--- src/rtl/corr_event_collector_pkg.sv ---
// corr_event_collector_pkg: shared register map, default sizes and field widths
package corr_event_collector_pkg;
  localparam logic [15:0] ADDR_SEEN = 16'h0108;
  localparam logic [15:0] ADDR_POP = 16'h010C;
  localparam logic [15:0] ADDR_IRQ_EN = 16'h0110;
  localparam logic [15:0] ADDR_STATUS = 16'h0114;
  localparam int NUM_CH_DEF = 16;
  localparam int FIFO_DEPTH_DEF = 16;
  localparam int CH_ID_W = 4;
  localparam int CNT_W = 5;
endpackage

--- src/rtl/event_fifo.sv ---
// event_fifo: synchronous FIFO with simultaneous push/pop and occupancy count
module event_fifo #(
  parameter int W = 4,
  parameter int DEPTH = 16
) (
  input  logic                     clk,
  input  logic                     rst,
  input  logic                     push_i,
  input  logic                     pop_i,
  input  logic [W-1:0]             din_i,
  output logic [W-1:0]             dout_o,
  output logic                     full_o,
  output logic                     empty_o,
  output logic [$clog2(DEPTH):0]   count_o
);
  localparam int AW = $clog2(DEPTH);
  localparam int CW = AW + 1;
  logic [W-1:0] mem_q [DEPTH];
  logic [AW-1:0] wp_q, rp_q;
  logic [CW-1:0] cnt_q;
  logic do_push, do_pop;
  assign full_o = cnt_q == CW'(DEPTH);
  assign empty_o = cnt_q == '0;
  assign count_o = cnt_q;
  assign dout_o = mem_q[rp_q];
  assign do_push = push_i & ~full_o;
  assign do_pop = pop_i & ~empty_o;
  // pointers and count; a blocked push or pop leaves its side untouched
  always_ff @(posedge clk) begin
    if (rst) begin
      wp_q <= '0;
      rp_q <= '0;
      cnt_q <= '0;
    end else begin
      wp_q <= wp_q + AW'(do_push);
      rp_q <= rp_q + AW'(do_pop);
      cnt_q <= cnt_q + CW'(do_push) - CW'(do_pop);
    end
  end
  // storage needs no reset, the count guards what is visible
  always_ff @(posedge clk) begin
    if (do_push) mem_q[wp_q] <= din_i;
  end
endmodule

--- src/rtl/corr_event_collector.sv ---
// corr_event_collector: latches correlator channel rises and queues them as events on a register bus
module corr_event_collector
  import corr_event_collector_pkg::*;
#(
  parameter int NUM_CH = NUM_CH_DEF,
  parameter int FIFO_DEPTH = FIFO_DEPTH_DEF
) (
  input  logic              clk,
  input  logic              rst,
  input  logic [31:0]       addr,
  input  logic [31:0]       Wdata,
  input  logic              write,
  input  logic              read,
  output logic [31:0]       Rdata,
  input  logic [NUM_CH-1:0] cseen,
  output logic              irq
);
  localparam int IDW = (NUM_CH > 1) ? $clog2(NUM_CH) : 1;
  localparam int CW = $clog2(FIFO_DEPTH) + 1;
  logic [NUM_CH-1:0] cseen_q, seen_q, seen_d, pend_q, pend_d, rise, grant;
  logic ovf_q, ovf_d, en_q, en_d, irq_q, rd_q;
  logic [15:0] a, raddr_q;
  logic first, seen_clr, pop_req, push, full, empty;
  logic [IDW-1:0] pick_id, head_id;
  logic [CW-1:0] cnt;
  logic [CNT_W-1:0] cnt_f;
  logic [CH_ID_W-1:0] pop_id;
  logic unused_bits;
  assign a = addr[15:0];
  assign first = read & ~(rd_q & (raddr_q == a));
  assign seen_clr = first & (a == ADDR_SEEN);
  assign pop_req = first & (a == ADDR_POP);
  assign rise = cseen & ~cseen_q;
  assign push = |pend_q & ~full;
  assign grant = push ? NUM_CH'(1) << pick_id : '0;
  assign seen_d = (seen_clr ? '0 : seen_q) | rise;
  assign pend_d = (pend_q & ~grant) | (rise & ~pend_q);
  assign ovf_d = (ovf_q & ~(write & (a == ADDR_STATUS) & Wdata[8])) | |(rise & pend_q);
  assign en_d = (write & (a == ADDR_IRQ_EN)) ? Wdata[0] : en_q;
  assign cnt_f = CNT_W'(cnt);
  assign pop_id = empty ? '0 : CH_ID_W'(head_id);
  assign irq = irq_q;
  assign unused_bits = ^{addr[31:16], Wdata[31:9], Wdata[7:1]};
  // lowest-index pending channel wins the single enqueue slot
  always_comb begin
    pick_id = '0;
    for (int i = NUM_CH - 1; i >= 0; i--) if (pend_q[i]) pick_id = IDW'(i);
  end
  // read mux; POP shows the current head, never the entry being written this cycle
  always_comb begin
    Rdata = !read ? '0 :
            a == ADDR_SEEN   ? 32'(seen_q) :
            a == ADDR_POP    ? {~empty, ovf_q, 9'd0, cnt_f, 12'd0, pop_id} :
            a == ADDR_IRQ_EN ? {31'd0, en_q} :
            a == ADDR_STATUS ? {23'd0, ovf_q, 3'd0, cnt_f} : '0;
  end
  // channel tracking, control registers and access-edge detection
  always_ff @(posedge clk) begin
    if (rst) begin
      cseen_q <= '0;
      seen_q <= '0;
      pend_q <= '0;
      ovf_q <= 1'b0;
      en_q <= 1'b0;
      irq_q <= 1'b0;
      rd_q <= 1'b0;
      raddr_q <= '0;
    end else begin
      cseen_q <= cseen;
      seen_q <= seen_d;
      pend_q <= pend_d;
      ovf_q <= ovf_d;
      en_q <= en_d;
      irq_q <= en_q & ((cnt != '0) | ovf_q);
      rd_q <= read;
      raddr_q <= a;
    end
  end
  event_fifo #(.W(IDW), .DEPTH(FIFO_DEPTH)) u_fifo (
    .clk     (clk),
    .rst     (rst),
    .push_i  (push),
    .pop_i   (pop_req),
    .din_i   (pick_id),
    .dout_o  (head_id),
    .full_o  (full),
    .empty_o (empty),
    .count_o (cnt)
  );
endmodule

--- config.mk ---
export PLATFORM = sky130hd
export DESIGN_NAME = corr_event_collector
export DESIGN_NICKNAME = d
export VERILOG_FILES = /design/src/rtl/corr_event_collector_pkg.sv /design/src/rtl/event_fifo.sv /design/src/rtl/corr_event_collector.sv
export SDC_FILE = /design/constraint.sdc
export NUM_CORES = 1
export LEC_CHECK = 0
export CORE_UTILIZATION = 53
export CTS_BUF_LIST = sky130_fd_sc_hd__clkbuf_16
export DETAILED_ROUTE_END_ITERATION = 16
export PLACE_DENSITY = 0.9
export SETUP_SLACK_MARGIN = 0.4
export SLEW_MARGIN = 10
export SYNTH_ARGS = -nofsm -noshare
export SYNTH_HDL_FRONTEND = slang
export SYNTH_SLANG_ARGS = --single-unit
--- constraint.sdc ---
create_clock -name clk -period 4.3 [get_ports clk]
set_input_delay 0.86 -clock clk [delete_from_list [all_inputs] [get_ports clk]]
set_output_delay 0.86 -clock clk [all_outputs]
set_load 0.05 [all_outputs]
==> impl_metrics.sql <==
INSERT INTO impl_metrics (metric_group, metric, value, unit) VALUES
('die', 'design.die.area', '12700', 'um^2'),
('clock_tree', 'cts-buffers-inserted', '17', ''),
('pwr', 'p_leak', '2.98', 'nW'),
('placement', 'detailedPlace.worstSlack', '-0.0841', 'ns'),
('setup_path', 'worstReg2RegStart', 'raddr_q[5]', ''),
('global_route', 'largest_net_degree_at_the_start_of_global_routing', '49', ''),
('synth', 'synth.top_cells.by_count', 'dfxtp_1, nor2_1, edfxtp_1', ''),
('setup_path', 'worst_setup_path_start_kind', 'input pin', ''),
('cells_and_area', 'area_occupied_by_multi_input_gates', '2720', 'um^2'),
('detailed_routing', 'detail_route.wirelength', '15500', 'um'),
('die', 'fp-row-count', '40', ''),
('timing', 'rsz0062_at_grt', 'true', ''),
('clock_tree', 'cts.htree.levels', '4', ''),
('global_route', 'first_global_vias', '4709', ''),
('clock_tree', 'clkSinkCount', '145', ''),
('global_route', 'grt_antenna_before_repair', '0', ''),
('synth', 'async_reset_ff_share', '0', '%'),
('run_status', 'outcome', 'complete, no violations', ''),
('placement', 'post-dp-hpwl', '9690', 'um'),
('synth', 'synth-seq-area-share', '54.7', '%'),
('flow_run', 'drv.max_cap_violation_count', '0', ''),
('die', 'num_io_pins', '117', ''),
('clock_tree', 'cts.path.max_buffers', '2', ''),
('setup_path', 'timing.critical_path.fanout_max', '3', ''),
('timing', 'achievable-frequency', '0.259', 'GHz'),
('cells_and_area', 'final_layout_size_suffix_gt1_share', '16.7', '%'),
('detailed_routing', 'detail_route.wl_per_cell', '19.8', 'um'),
('timing', 'number_of_hold_violations_in_the_final_report', '0', ''),
('detailed_routing', 'vias', '4768', ''),
('pwr', 'power_density', '481', 'nW/um^2'),
('detailed_routing', 'routed_via_density', '6.10', ''),
('die', 'die-height', '113', 'um'),
('synth', 'post_synth_inst_count', '558', ''),
('synth', 'synth.area.top_cells', 'edfxtp_1, dfxtp_1, nor2b_1', ''),
('detailed_routing', 'antenna_nets_post_route', '0', ''),
('timing', 'slew-limit-headroom', '28.3', '%'),
('global_route', 'grt_first_pass_wirelength', '24100', 'um'),
('synth', 'synthesis.area_per_instance', '11.6', 'um^2'),
('min_path', 'timing.hold.worst.class', 'register to register', ''),
('min_path', 'endpoint_of_the_worst_hold_timing_path', 'irq', ''),
('clock_tree', 'cts_hold_buf', '0', ''),
('clock_tree', 'clk-insertion-delay-late', '0.42', 'ns'),
('setup_path', 'critPathKind', 'input pin to register', ''),
('synth', 'synth_most_common_cell', 'dfxtp_1', ''),
('clock_tree', 'clkTransAtPathRegs', '0.06', 'ns'),
('synth', 'syn-cell-area', '6480', 'um^2'),
('setup_path', 'worst_setup_path_end_kind', 'register', ''),
('min_path', 'origin_of_the_worst_min_delay_path', 'en_q', ''),
('timing', 'fin_tns_setup', '0', 'ns'),
('synth', 'yosys.cell_types.count', '56', ''),
('timing', 'finalHoldWorstSlack', '0.501', 'ns'),
('cells_and_area', 'filler_cell_count', '747', ''),
('die', 'core_region_area', '12000', 'um^2'),
('synth', 'postSynthRegisterBits', '145', ''),
('setup_path', 'critical_path.reg2reg.endpoint', 'u_fifo.count_o[4]', ''),
('cells_and_area', 'antenna-diode-count', '0', ''),
('detailed_routing', 'initialDrtViolationCount', '536', ''),
('timing', 'post-route-min-period', '3.86', 'ns'),
('placement', 'port_buffers', '61', ''),
('cells_and_area', 'regArea', '3540', 'um^2'),
('die', 'initial_cell_density_of_the_core', '54.2', '%'),
('synth', 'synth.largest_area_cell', 'edfxtp_1', ''),
('detailed_routing', 'drcViolationCount', '0', ''),
('timing', 'finalWorstSetupSlack', '0.438', 'ns'),
('global_route', 'gr-usage-all-layers', '24.9', '%'),
('setup_path', 'rr_worst_depth', '13', ''),
('detailed_routing', 'firstDrtPassIters', '6', ''),
('global_route', 'overflow', '0', ''),
('synth', 'synth_enable_flop_cells', '64', ''),
('timing', 'slew_at_the_pin_closest_to_its_max_slew_limit', '1.06', 'ns'),
('synth', 'share_of_yosys_cell_area_claimed_by_the_top_area_cell_type', '29.7', '%');
==> cell usage in the layout, fill, tap and decap left out, drive strengths merged, types with 4 or more instances in the layout <==
master | Yosys | routed
or4 | 5 | 5
xnor2 | 16 | 16
clkdlybuf4s50 | 0 | 32
a211oi | 11 | 11
mux4 | 17 | 17
nand3 | 7 | 7
edfxtp | 64 | 64
nand2 | 13 | 13
a22oi | 10 | 10
xor2 | 7 | 7
conb | 1 | 9
buf | 17 | 41
nor4 | 13 | 13
nand2b | 5 | 5
dfxtp | 81 | 81
a22o | 6 | 6
a311oi | 23 | 23
inv | 27 | 33
mux2i | 5 | 5
nor3 | 11 | 11
a21oi | 8 | 8
ha | 10 | 10
a221oi | 4 | 4
and2 | 19 | 19
nor2 | 65 | 65
nor2b | 59 | 59
dlymetal6s2s | 0 | 5
clkbuf | 23 | 20
==> metal layers <==
layer	wire (um)	part of all wire, %	track usage, %	vias to the layer above
met5	0	0	0	-
met4	518	3.4	12.4	0
met3	973	6.3	4.43	49
met2	7920	51	43.1	246
met1	6050	39	29.9	2335
li1	-	-	-	2138
==> worst max path at each step <==
| stage | start | end | slack [ns] | depth (start not counted) |
|---|---|---|---|---|
| floorplan | addr[9] | u_fifo.count_o[4] | 0.59 | 14 |
| global placement | addr[5] | u_fifo.count_o[4] | 0.03 | 14 |
| detailed placement | addr[5] | u_fifo.count_o[4] | -0.08 | 14 |
| CTS | addr[2] | u_fifo.count_o[4] | 0.43 | 14 |
| global route | addr[12] | Rdata[1] | 0.36 | 9 |
| finish | addr[9] | u_fifo.count_o[4] | 0.44 | 14 |
==> final cells by class <==
type	instances	area share, %
clock inverter	11	0.899
sequential	145	44.7
timing repair buffer	78	10.2
tap	147	2.32
multi-input combinational	354	34.3
inverter	27	1.28
clock buffer	20	6.31
==> cell families (layout without fill, tap and decap cells) <==
| logic type | after synthesis | in the layout | synth area share, % |
|---|---|---|---|
| other | 1 | 9 | 0.0579 |
| AO/OA/AOI/OAI | 73 | 73 | 8.75 |
| adder cells (fa/ha/maj) | 11 | 11 | 2.24 |
| multiplexers | 24 | 24 | 7.32 |
| flip-flops | 145 | 145 | 54.7 |
| AND/OR/NAND/NOR | 214 | 214 | 18.9 |
| XOR/XNOR | 23 | 23 | 3.11 |
| buffers and inverters | 67 | 136 | 4.89 |
==> state kept, by name, summed over array words and instances, names as in the netlist <==
name	cells
ovf_q	1
u_fifo.rp_q	4
irq	1
u_fifo.wp_q	4
rd_q	1
en_q	1
seen_q	16
raddr_q	16
pend_q	16
u_fifo.count_o	5
u_fifo.mem_q	64
cseen_q	16
==> metrics by stage <==
| step | cell area, um^2 | cells | utilization (%) |
|---|---|---|---|
| floorplan | 6510 | 566 | - |
| global placement | 7270 | 750 | 60.8 |
| detailed placement | 7270 | 750 | 60.8 |
| CTS | 7860 | 782 | 65.7 |
| global route | 7940 | 782 | 66.3 |
| finish | 7940 | 782 | 66.3 |
==> critical path, stage by stage <==
cell	delay, ns
clkdlybuf4s50_1	0.53
xnor2_1	0.34
nand4_1	0.20
nor4_4	0.32
nand3_1	0.11
and2_1	0.20
ha_1	0.29
inv_1	0.05
ha_1	0.21
fa_2	0.36
a21oi_2	0.12
nor2_1	0.07
or3_4	0.38
a21oi_1	0.16
==> power breakdown <==
group	switching (W)	internal, W
Combinational	0.000400	0.000286
Clock	0.000579	0.000837
Sequential	0.000103	0.00161
Total	0.00108	0.00274
==> what timing repair did <==
| action | in CTS | in global routing |
|---|---|---|
| resized for setup | 2 | 15 |
| setup endpoints to repair | 7 | 6 |
| setup buffers | 1 | 0 |
| gates cloned | 0 | 0 |
| pin swaps | 2 | 5 |
Power figures use the tool's default switching activity.
==> RTL change: new RTL, same flow settings <==
Take the reset off `raddr_q` and load it in a clocked block of its own.
--- a/src/rtl/corr_event_collector.sv
+++ b/src/rtl/corr_event_collector.sv
@@ -66,3 +66,2 @@
       rd_q <= 1'b0;
-      raddr_q <= '0;
     end else begin
@@ -75,4 +74,7 @@
       rd_q <= read;
-      raddr_q <= a;
     end
+  end
+
+  always_ff @(posedge clk) begin
+    raddr_q <= a;
   end
Function: same outputs for any inputs over 4 cycles, from zero or initial values and one cycle with rst high; that may be too few to reach the edited logic, so the function may still have changed.
==> RTL change against the unedited design <==
Power increased by 2.8%. Highest routed layer unchanged. Global-route usage increased by 2.2 points. Critical endpoint unchanged. Wire length increased by 14%. Design area decreased by 0.21%. Fmax decreased by 8.9%. Non-clock buffer count increased by 1. Worst setup slack got worse by 380 ps. Sequential cell count unchanged. Combinational power increased by 9.2%. Largest power group unchanged. Area after synthesis decreased by 4.1%. Count of clock-buffer cells in the layout decreased by 2.
==> RTL change: results (changes against the unedited design) <==
run_status:
  status: "complete, no violations"  # unchanged
synthesis:
  synth_fa_ha_area_share_pct: 2.34  # was 2.24%
  synthCells: 511  # was 558
  ys_types: 57  # was 56
  synth_xor_area_share_pct: 3.24  # was 3.11%
  synth-compound-area-share_pct: 10.4  # was 8.75%
  synth.top_cells.by_area: "edfxtp_1 31%, dfxtp_1 26%, mux4_2 5.8%"  # was edfxtp_1 30%, dfxtp_1 25%, nor2b_1 5.7%
  ys_seq_area_share_pct: 57.0  # was 54.7%
  async_flop_share_pct: 0  # unchanged
  yosysWarnings: 0  # unchanged
  synthMuxAreaShare_pct: 6.79  # was 7.32%
  synth_edf_count: 64  # unchanged
  ys.flop_type: "dfxtp_1"  # unchanged
  synth_commonest_cells: "81 x dfxtp_1, 64 x edfxtp_1, 48 x nor2b_1"  # was 81 x dfxtp_1, 65 x nor2_1, 64 x edfxtp_1
final_layout:
  fillers: 724  # was 747
  largest_reg_flops: 64  # unchanged
  top_register: "u_fifo.mem_q"  # unchanged
  drive_above_1_share_pct: 20.2  # was 16.7%
  nNetsFinal: 680  # was 718
power_and_ir_drop:
  vdd_drop_max_mv: 0.424  # was 0.337 mV
  p_leak_nw: 2.96  # was 2.98 nW
setup_path:
  crit_fanout: 4  # was 3
  cp_slowest_cell: "clkdlybuf4s50_1"  # unchanged
  reg2reg_to: "u_fifo.count_o[4]$_SDFF_PP0_"  # unchanged
  crit_arrival_ps: 4580  # was 4210 ps
  ff2ff_path_depth: 13  # unchanged
  cpPeakStageDelay_ps: 680  # was 530 ps
  timing.rr.start: "raddr_q[10]$_DFF_P_"  # was raddr_q[5]$_SDFF_PP0_
  reg2reg_slack_ps: 810  # was 990 ps
place:
  place_ws_ps: -107  # was -84.1 ps
  io_buffers: 61  # unchanged
  place_inst: 704  # was 750
  dp_hpwl_um: 9930  # was 9690 um
  routabilityCongestion: 0.949  # was 0.921
clocking:
  numCtsBuffers: 17  # unchanged
  clkLatencyLatePin_ps: 430
  clockBufferDepth: 2  # unchanged
  htreeDepth: 4  # unchanged
  cts_root_buffer: "clkbuf_16"  # unchanged
  clk_pin_slew_ps: 60  # about the same
routing:
  dr.pass1.iters: 5  # was 6
  drt_iter0_drc: 501  # was 536
  wirelength_um: 17600  # was 15500 um
  avgRoutedWirePerCell_um: 23.7  # was 19.8 um
  vias: 4722  # was 4768
worst_hold_path:
  holdCritStartpoint: "seen_q[12]$_SDFF_PP0_"  # was en_q$_SDFFE_PP0P_
  hold_depth: 1  # unchanged
  hold_class: "register to register"  # unchanged
  min_to: "seen_q[12]$_SDFF_PP0_"  # was irq$_SDFF_PP0_
sta:
  clock-skew-final_ps: 15.4  # was 6.38 ps
  slew_headroom_pct: 15.6  # was 28.3%
global_routing:
  gr-usage-met2_pct: 43.8  # was 43.1%
  grt.total_usage_pct: 27.2  # was 24.9%
  grt_pass1_wl_um: 23700  # was 24100 um
  use_met3_pct: 8.11  # was 4.43%
  met1_usage_pct: 33.0  # was 29.9%
  antenna_found_initial: 0  # unchanged
  grt_pass1_vias: 4459  # was 4709
  grt_max_degree: 43  # was 49
## RTL change: cell count changes after synthesis, sizes merged, moves of 3 or more
cell    change
a21oi       +6
nor2b      -11
and2       +12
xnor2       -4
nor2       -36
a31o       +15
o21ai      +10
a31oi       +8
a311oi     -23
xor2        +4
clkbuf      -9
nor3        +3
inv        -13
## RTL change: what timing repair did
item,CTS,global route
resized for setup,10,21
endpoints found under the setup margin,7,10
endpoints found under the hold margin,0,0
setup buffers,1,4
pin swaps,2,10
## RTL change: cell families (layout without fill, tap and decap cells)
logic type	after synthesis	in the layout
compound gates	88	88
xor+xnor	23	23
fa+ha+maj	11	11
buf+inv	46	125
flops	145	145
mux	22	22
other cells	1	10
simple gates	175	175
## RTL change: stage by stage
step	power, mW	instance area [sq um]	setup TNS (ps)	hold WS [ps]	util, %
after floorplan	2.15	6240	0	440	-
after global placement	2.30	7190	0	452	63.0
after detailed placement	2.37	7190	-107	459	63.0
after CTS	3.81	7810	0	470	68.4
after global routing	4.04	7920	0	495	69.3
final	3.93	7920	0	469	69.4
## RTL change: metal layers
metal | part of all wire [%] | up-vias
met5 | 0 | -
met4 | 5.8 | 0
met3 | 8.8 | 97
met2 | 49 | 331
met1 | 36 | 2283
li1 | - | 2011
## RTL change: worst max path at each step
stage	from	to	slack, ps
2_1_floorplan	addr[9]	u_fifo.count_o[4]$_SDFF_PP0_	410
3_3_place_gp	addr[11]	u_fifo.count_o[4]$_SDFF_PP0_	70
3_5_place_dp	addr[11]	u_fifo.count_o[4]$_SDFF_PP0_	-110
4_1_cts	addr[9]	Rdata[0]	400
5_1_grt	addr[1]	u_fifo.count_o[4]$_SDFF_PP0_	9
6_report	addr[4]	u_fifo.count_o[4]$_SDFF_PP0_	60
## RTL change: layout make-up
class / count / area (sq um) / share of cell area [%]
Clock buffer: 18 / 450 / 5.69
Clock inverter: 14 / 124 / 1.56
Antenna cell: 1 / 2.50 / 0.0316
Tap cell: 143 / 179 / 2.26
Sequential cell: 145 / 3540 / 44.8
Timing Repair Buffer: 79 / 997 / 12.6
Inverter: 14 / 52.6 / 0.664
Multi-Input combinational cell: 328 / 2570 / 32.4
## RTL change: critical path: cells and delay by family
kind	cells	cell delay (ps)
AND/OR/NAND/NOR	6	1460
adder cells (fa/ha/maj)	3	880
AO/OA/AOI/OAI	2	340
XOR/XNOR	1	300
buffers and inverters	2	730
## RTL change: report_power, final
part	switching [mW]	internal (mW)
combinational	0.449	0.300
sequential	0.118	1.62
clock	0.606	0.836
